===== config.mk =====
export PLATFORM = sky130hd
export DESIGN_NAME = sb_gpr
export DESIGN_NICKNAME = d
export VERILOG_FILES = /design/src/rtl/cpu_pkg.sv /design/src/rtl/gpr_scoreboard.sv /design/src/rtl/sb_gpr.sv
export SDC_FILE = /design/constraint.sdc
export NUM_CORES = 2
export LEC_CHECK = 0
export BUFFER_PORTS_ARGS = -buffer_cell sky130_fd_sc_hd__buf_2
export CORE_UTILIZATION = 50
export DETAILED_ROUTE_END_ITERATION = 12
export GPL_TIMING_DRIVEN = 0
export PLACE_DENSITY = 0.66
export SYNTH_ARGS = -nofsm -noshare
export SYNTH_HDL_FRONTEND = slang
export SYNTH_HIERARCHICAL = 1
export SYNTH_SLANG_ARGS = --single-unit

===== constraint.sdc =====
create_clock -name clk -period 6.4 [get_ports clk]
set_input_delay 0.64 -clock clk [delete_from_list [all_inputs] [get_ports clk]]
set_output_delay 0.64 -clock clk [all_outputs]
set_load 0.01 [all_outputs]

===== src/rtl/cpu_pkg.sv =====
// Shared CPU definitions used by the register file and its scoreboard.
//   CPU_DATA_W : default register width
//   CPU_ADDR_W : default register index width
//   reg_idx_t  : register index type at the default width
//   REG_ZERO   : index of the hardwired-zero register
package cpu_pkg;

    localparam int CPU_DATA_W = 32;
    localparam int CPU_ADDR_W = 5;

    typedef logic [CPU_ADDR_W-1:0] reg_idx_t;

    localparam reg_idx_t REG_ZERO = '0;

endpackage


===== src/rtl/gpr_scoreboard.sv =====
// Busy-bit scoreboard for the general-purpose register file.
// One busy bit per register marks an in-flight producer. Decode sets the bit
// on an accepted issue, writeback clears it, and flush clears all bits.
//
// Ports:
//   clk, rst_n     : clock, asynchronous active-low reset
//   i_wen, i_wreg  : writeback write enable / index (clears busy)
//   i_iss_en       : issue request from decode
//   i_iss_reg      : destination register of the issuing instruction
//   i_flush        : clear every busy bit
//   o_iss_stall    : issue refused this cycle (WAW on a busy register)
//   o_busy_vec     : raw busy bits, bit 0 always 0
//
// Issue handshake: i_iss_en is the request and o_iss_stall is the inverse of
// ready. The issue is taken on a rising edge where i_iss_en=1, o_iss_stall=0
// and i_flush=0; while stalled, decode holds i_iss_en and i_iss_reg stable.
module gpr_scoreboard
    import cpu_pkg::*;
#(
    parameter int ADDR_W = CPU_ADDR_W
) (
    input  logic                 clk,
    input  logic                 rst_n,
    input  logic                 i_wen,
    input  logic [ADDR_W-1:0]    i_wreg,
    input  logic                 i_iss_en,
    input  logic [ADDR_W-1:0]    i_iss_reg,
    input  logic                 i_flush,
    output logic                 o_iss_stall,
    output logic [2**ADDR_W-1:0] o_busy_vec
);

    localparam int NREG = 2**ADDR_W;

    logic [NREG-1:0] r_busy;
    logic [NREG-1:0] w_busy_nxt;
    logic            w_stall;
    logic            w_iss_acc;

    // A write to the same register in the same cycle retires the old
    // producer, so the new issue does not have to wait for it.
    always_comb begin
        w_stall = i_iss_en & r_busy[i_iss_reg]
                & ~(i_wen & (i_wreg == i_iss_reg)) & ~i_flush;
    end

    assign w_iss_acc = i_iss_en & ~w_stall & ~i_flush
                     & (i_iss_reg != ADDR_W'(REG_ZERO));

    // Order matters: flush first, then writeback clear, then issue set, so
    // a new producer wins over a same-cycle writeback to its register.
    always_comb begin
        w_busy_nxt = i_flush ? '0 : r_busy;
        if (i_wen) begin
            w_busy_nxt[i_wreg] = 1'b0;
        end
        if (w_iss_acc) begin
            w_busy_nxt[i_iss_reg] = 1'b1;
        end
        w_busy_nxt[0] = 1'b0;
    end

    always_ff @(posedge clk or negedge rst_n) begin
        if (!rst_n) begin
            r_busy <= '0;
        end else begin
            r_busy <= w_busy_nxt;
        end
    end

    assign o_iss_stall = w_stall;
    assign o_busy_vec  = r_busy;

endmodule


===== src/rtl/sb_gpr.sv =====
// General-purpose register file with per-register busy scoreboard.
// NREG = 2**ADDR_W registers of DATA_W bits, NRD combinational read ports
// with optional write-to-read bypass, one write port. Register 0 reads 0.
//
// Ports:
//   clk, rst_n              : clock, asynchronous active-low reset
//   i_radr / o_rdata        : read indices / data, port k in slice k
//   o_rbusy                 : port k's register has an outstanding producer
//   i_wen, i_wreg, i_wdata  : writeback port
//   i_iss_en, i_iss_reg     : issue request from decode
//   o_iss_stall             : issue refused (WAW on busy register)
//   i_flush                 : clear all busy bits
//   o_busy_vec              : raw busy bits
module sb_gpr
    import cpu_pkg::*;
#(
    parameter int DATA_W = CPU_DATA_W,
    parameter int ADDR_W = CPU_ADDR_W,
    parameter int NRD    = 3,
    parameter int BYPASS = 1
) (
    input  logic                  clk,
    input  logic                  rst_n,
    input  logic [NRD*ADDR_W-1:0] i_radr,
    output logic [NRD*DATA_W-1:0] o_rdata,
    output logic [NRD-1:0]        o_rbusy,
    input  logic                  i_wen,
    input  logic [ADDR_W-1:0]     i_wreg,
    input  logic [DATA_W-1:0]     i_wdata,
    input  logic                  i_iss_en,
    input  logic [ADDR_W-1:0]     i_iss_reg,
    output logic                  o_iss_stall,
    input  logic                  i_flush,
    output logic [2**ADDR_W-1:0]  o_busy_vec
);

    localparam int NREG = 2**ADDR_W;

    logic [DATA_W-1:0] r_mem [NREG];
    logic [NREG-1:0]   w_busy_vec;
    logic              w_wr_ok;

    assign w_wr_ok = i_wen && (i_wreg != ADDR_W'(REG_ZERO));

    always_ff @(posedge clk or negedge rst_n) begin
        if (!rst_n) begin
            for (int i = 0; i < NREG; i++) begin
                r_mem[i] <= '0;
            end
        end else if (w_wr_ok) begin
            r_mem[i_wreg] <= i_wdata;
        end
    end

    gpr_scoreboard #(
        .ADDR_W (ADDR_W)
    ) u_sb (
        .clk         (clk),
        .rst_n       (rst_n),
        .i_wen       (w_wr_ok),
        .i_wreg      (i_wreg),
        .i_iss_en    (i_iss_en),
        .i_iss_reg   (i_iss_reg),
        .i_flush     (i_flush),
        .o_iss_stall (o_iss_stall),
        .o_busy_vec  (w_busy_vec)
    );

    assign o_busy_vec = w_busy_vec;

    for (genvar k = 0; k < NRD; k++) begin : g_rd
        logic [ADDR_W-1:0] w_radr;
        logic              w_hit;
        logic [DATA_W-1:0] w_data;
        logic              w_busy;

        assign w_radr = i_radr[k*ADDR_W +: ADDR_W];
        // Bypass is gated by reset so every port reads 0 while held in reset.
        assign w_hit  = (BYPASS != 0) && rst_n && w_wr_ok && (i_wreg == w_radr);

        always_comb begin
            w_data = '0;
            w_busy = 1'b0;
            if (w_radr == ADDR_W'(REG_ZERO)) begin
                w_data = '0;
                w_busy = 1'b0;
            end else if (w_hit) begin
                w_data = i_wdata;
                w_busy = 1'b0;
            end else begin
                w_data = r_mem[w_radr];
                w_busy = w_busy_vec[w_radr];
            end
        end

        assign o_rdata[k*DATA_W +: DATA_W] = w_data;
        assign o_rbusy[k]                  = w_busy;
    end

endmodule


# ---- After elaboration in Yosys (flattened, before gate mapping)
# Cells that the tools add are included.
dict set report classes {
  order_cmp 12
  eq_ne 4
  muxes 39
  bitwise_logic 17
  n_reduce_logical 13
}
# cell n
set ops {}
lappend ops {{bitwise mux 1024 bit} 1}
lappend ops {{2-to-1 mux 32 bit} 16}
lappend ops {{binary-select mux 32 bit (select 5 bit)} 3}
lappend ops {{demux 32 bit (select 5 bit)} 1}
lappend ops {{AND 32 bit} 1}
lappend ops {{NOT 32 bit} 1}
lappend ops {{OR 32 bit} 1}
lappend ops {{less-than comparator 5 x 6 -> 1 bit (second input constant)} 5}
lappend ops {{>= comparator 6 bit (second input constant)} 4}
lappend ops {{NOT 5 -> 6 bit} 4}
lappend ops {{binary-select mux 1 bit (select 5 bit)} 4}
lappend ops {{equality test 5 bit} 4}
lappend ops {{zero test 5 bit} 3}
lappend ops {{2-to-1 mux 1 bit} 12}
lappend ops {{demux 1 bit (select 5 bit)} 2}
lappend ops {{>= comparator 5 x 1 -> 1 bit (second input constant)} 2}
lappend ops {{nonzero test 5 bit} 2}
lappend ops {{logical AND 1 bit} 8}
lappend ops {{AND 1 bit} 7}
lappend ops {{less-than comparator 6 x 1 -> 1 bit (second input constant)} 1}
lappend ops {{NOT 1 bit} 3}
dict set report totals {
  register_bits 1055
  input_bits 62
  output_inout_bits 132
  wordCells 118
}

# ---- Depth between registers and ports, before layout
dict set report logic_depth {
  word_depth 11
  depth_mapped 9
}

# ---- By module
# The synthesis kept the hierarchy.
# mod instances cells_each area_each_um2 seq_area_each_um2
set by_module_without_submodules {}
lappend by_module_without_submodules {sb_gpr 1 4584 63996.4 25624.6}
lappend by_module_without_submodules {gpr_scoreboard 1 214 1938.1 775.7}

# ---- Least setup slack after synthesis
# No wires, ideal clock.
dict set report synth_path {
  kind {input -> output}
  startpoint {input port i_radr[0]}
  endpoint {output port o_rbusy[0]}
  t_arrival_ns 2.311
  setup_slack_ns 3.449
  path_stages 7
  path_buffers 3
  cell_sequence {buf_4 > buf_2 > mux4_2 > mux4_2 > mux2i_1 > nor2_1 > buf_4}
}
dict set report synth_between {
  elab_chain_cells 4
  elab_cells_between_ends 7
  cone_classes {1 x eq/ne; 4 x mux; 2 x reduce/logical}
}
# item line
set synth_lines {}
lappend synth_lines {{start: declaration} sb_gpr.sv:24} ;# input logic [NRD*ADDR_W-1:0] i_radr,
lappend synth_lines {{binary-select mux 1 bit (select 5 bit) / equality test 5 bit (equally long branches)} {sb_gpr.sv:92, sb_gpr.sv:79}}
lappend synth_lines {{2-to-1 mux 1 bit (implied by the code) / logical AND 1 bit (equally long branches)} {sb_gpr.sv:92, sb_gpr.sv:79}}
lappend synth_lines {{2-to-1 mux 1 bit} sb_gpr.sv:87} ;# end else if (w_hit) begin
lappend synth_lines {{2-to-1 mux 1 bit (*)} sb_gpr.sv:84} ;# if (w_radr == ADDR_W'(REG_ZERO)) begin
lappend synth_lines {{end: declaration} sb_gpr.sv:26} ;# output logic [NRD-1:0] o_rbusy,
# Mark *: on every way between the ends. The rest lies on a longest branch, timed or not. The select of a mux whose other input is x is not followed.

# ---- Final worst setup path
dict set report layout_path {
  startpoint {input port i_radr[8]}
  endpoint {output port o_rdata[32]}
}
dict set report layout_between {
  elab_chain_cells 6
  elab_cells_between_ends 9
  cone_classes {1 x eq/ne; 5 x mux; 1 x bitwise; 2 x reduce/logical}
}
# item line
set layout_lines {}
lappend layout_lines {{NOT 5 -> 6 bit (implied by the code)} sb_gpr.sv:91} ;# w_data = r_mem[w_radr];
lappend layout_lines {{binary-select mux 32 bit (select 5 bit)} sb_gpr.sv:91}
lappend layout_lines {{2-to-1 mux 32 bit (implied by the code) (2 in series)} sb_gpr.sv:91}
lappend layout_lines {{2-to-1 mux 32 bit} sb_gpr.sv:87}
lappend layout_lines {{2-to-1 mux 32 bit (*)} sb_gpr.sv:84}
lappend layout_lines {{end: declaration} sb_gpr.sv:25} ;# output logic [NRD*DATA_W-1:0] o_rdata,
# Marks and branches as above.

==> results.sh <==
export IMPL_drv_cap=14
export IMPL_ys_seq_area_share_pct=40.0
export IMPL_cts_sinks=1055
export IMPL_rrSetupSlack_ps=3170
export IMPL_hold_depth=2
export IMPL_postSynthCellCount=4798
export IMPL_routed_via_density=7.51
export IMPL_criticalPathCategory="in -> out"
export IMPL_fin_cells=6971
export IMPL_finalSetupTns_ps=-41.2
export IMPL_min_to="r_mem[108]"
export IMPL_timing_rr_end="u_sb/o_busy_vec[12]"
export IMPL_crit_slowest_cell="clkbuf_1"
export IMPL_finalNetCount=5175
export IMPL_synth_edf_count=0
export IMPL_ir_worst_vdd_mv=0.246
export IMPL_htreeDepth=3
export IMPL_crit_arrival_ps=5800
export IMPL_die_y_um=365
export IMPL_ant_nets=0
export IMPL_drtIter0Drc=8923
export IMPL_post_cts_setup_buffer_count=0
export IMPL_portBuffers=183
export IMPL_synth_distinct_cells=60
export IMPL_end_kind="output pin"
export IMPL_total_power_mw=22.9
export IMPL_min_period_ps=6440
export IMPL_dieArea_um2=133000
export IMPL_violations="max-capacitance violations, max-slew violations, negative setup slack"
export IMPL_die_w_um=365
export IMPL_max_freq_mhz=155
export IMPL_clkTransAtPathRegs_ps=70
export IMPL_gp_congestion=1.08
export IMPL_area_growth_pct=11.6
export IMPL_slowest_delay_ps=1250
export IMPL_min_period_over_period_pct=101
export IMPL_start_util_pct=50.7
export IMPL_power_density_nw_per_um2=311
export IMPL_pin_count=194
export IMPL_post_cts_resize_count=0
export IMPL_hold_start="i_wdata[12]"
export IMPL_crit_chain="buf_2, clkbuf_1, clkbuf_1, o221ai_1, nor3_1, nor3_1, nor3_1, buf_2"
export IMPL_clk_latency_ps=770
export IMPL_core_area_um2=130000
export IMPL_grt_pass1_wl_um=411000
export IMPL_nFillCells=10900
export IMPL_drc=0
export IMPL_drt_pass1_iterations=8
export IMPL_wl_per_cell_um=43.9
export IMPL_run_status="complete, but fails checks"
export IMPL_cts_tree="built"
export IMPL_yosysTopAreaCellShare_pct=40.0
export IMPL_wirelength_um=306000
export IMPL_cts_hold_buf=1
export IMPL_ys_flop_type="dfrtp_1"
export IMPL_grt_antenna_before_repair=21
export IMPL_syn_avg_cell_area_um2=13.7
export IMPL_numCtsBuffers=118
export IMPL_rows=132
export IMPL_clockBufferDepth=3
export IMPL_dp_cells=6732
export IMPL_worstRegToRegCells=6
export IMPL_synth_top_area_cell="dfrtp_1"
export IMPL_final_cell_mix="1178 x mux2_2, 1055 x dfrtp_1, 652 x mux4_2"
export IMPL_setup_violations=1
export IMPL_hold_viol=0
export IMPL_path_max_fanout=10
export IMPL_drive_above_1_share_pct=48.7
export IMPL_p_leak_nw=31.1
export IMPL_layout_commonest_cell="mux2_2"
export IMPL_dp_hpwl_um=231000
export IMPL_syn_area_um2=65900
export IMPL_drv_slew=67
export IMPL_synthArstFlopShare_pct=100
export IMPL_cts_root_buffer="clkbuf_16"
export IMPL_num_vias=52300
export IMPL_ys_top_cells_by_area="dfrtp_1 40%, mux4_2 22%, mux2_2 20%"
export IMPL_syn_nets=4860
export IMPL_rsz0062_at_grt="false"
export IMPL_tightest_slew_ps=1730
export IMPL_ys_ff_latch=1055
export IMPL_gr_total_overflow=0
export IMPL_regArea_um2=26400
export IMPL_path_common_cell="nor3_1"
export IMPL_crit_required_ps=5760
export IMPL_multiInputGateArea_um2=36700
export IMPL_slew_headroom_pct=-16.2
export IMPL_grt_pass1_vias=49100
export IMPL_reg2reg_from="u_sb/o_busy_vec[14]"
export IMPL_worstSetupStartpointType="input pin"
export IMPL_hold_class="in -> reg"
export IMPL_fin_skew_ps=6.36
export IMPL_grt_max_degree=161
export IMPL_grt_usage_pct=45.8
export IMPL_yosysWarningCount=6
export IMPL_timing_final_ws_setup_ps=-41.2
synthesized netlist by cell type, types with 13 or more instances:
library cell / number
buf_4: 77
a21oi_1: 34
dfrtp_1: 1055
buf_1: 43
clkbuf_1: 251
nand2_1: 58
a22o_1: 28
buf_6: 14
a221o_1: 28
o221ai_1: 74
nor4_1: 36
xnor2_1: 13
mux2_2: 1178
nor2_1: 209
mux2i_1: 165
nor2b_1: 25
buf_2: 177
a211oi_1: 35
o21ai_0: 53
nand3b_1: 28
nor3_1: 215
mux4_2: 652
o22ai_1: 222
how the worst max path moves through the flow:
stage	start	slack [ps]	end
finish	i_radr[8]	-40	o_rdata[32]
global route	rst_n	240	o_rdata[94]
global placement	rst_n	-19430	o_rdata[72]
CTS	rst_n	490	o_rdata[72]
detailed placement	i_radr[8]	770	o_rdata[32]
floorplan	i_radr[0]	3450	o_rbusy[0]
critical path: cells and delay by family:
family	cells	cell delay (ps)
AO/OA/AOI/OAI	1	380
buffers and inverters	4	2960
AND/OR/NAND/NOR	3	1780
sequential cells by signal, indices dropped and copies added, names as in the netlist:
name and flops:
r_mem 1024, u_sb/o_busy_vec 31
report_power, final:
group | internal (mW) | total (mW) | switching, mW
sequential | 7.90 | 9.14 | 1.24
clock | 4.47 | 7.61 | 3.14
combinational | 3.02 | 6.11 | 3.09
total | 15.4 | 22.9 | 7.47
cell type report:
cell class / count / share of cell area, %
buffer: 567 / 3.83
timing repair buffer: 195 / 1.57
tap: 1742 / 2.96
clock inverter: 45 / 1.00
clock buffer: 174 / 4.80
sequential: 1055 / 35.9
antenna: 17 / 0.0578
inverter: 1 / 0.00510
multi-input combinational: 3175 / 49.9
per-stage QoR:
stage | setup slack, ps | hold WS [ps] | area, um2 | utilization (%)
6_report | -41.2 | 174 | 73600 | 56.6
5_1_grt | 237 | 192 | 73600 | 56.5
4_1_cts | 487 | 144 | 73500 | 56.5
3_5_place_dp | 772 | 492 | 69300 | 53.2
3_3_place_gp | -19430 | 481 | 69000 | 53.0
2_1_floorplan | 3450 | 344 | 65900 | -
cell families (layout without fill, tap and decap cells):
kind of cell	count (synthesis)	count (layout)	synth area share, %
muxes	2006	2006	45.1
AOI/OAI and AO/OA	512	512	5.58
xor gates and xnor gates	20	20	0.266
DFF	1055	1055	40.0
other	1	18	0.00569
and+or+nand+nor	636	636	4.75
buffers and inverters	568	982	4.28
metal layers:
| layer | routed length, um | GRT usage (%) | part of all wire, % | vias up |
|---|---|---|---|---|
| met2 | 122000 | 60.9 | 40 | 4469 |
| met4 | 20500 | 24.7 | 6.7 | 30 |
| met5 | 611 | 2.40 | 0.20 | - |
| li1 | - | - | - | 19600 |
| met1 | 112000 | 58.8 | 36 | 27400 |
| met3 | 51100 | 25.2 | 17 | 903 |
No activity file was read; power rests on OpenSTA's default activity.
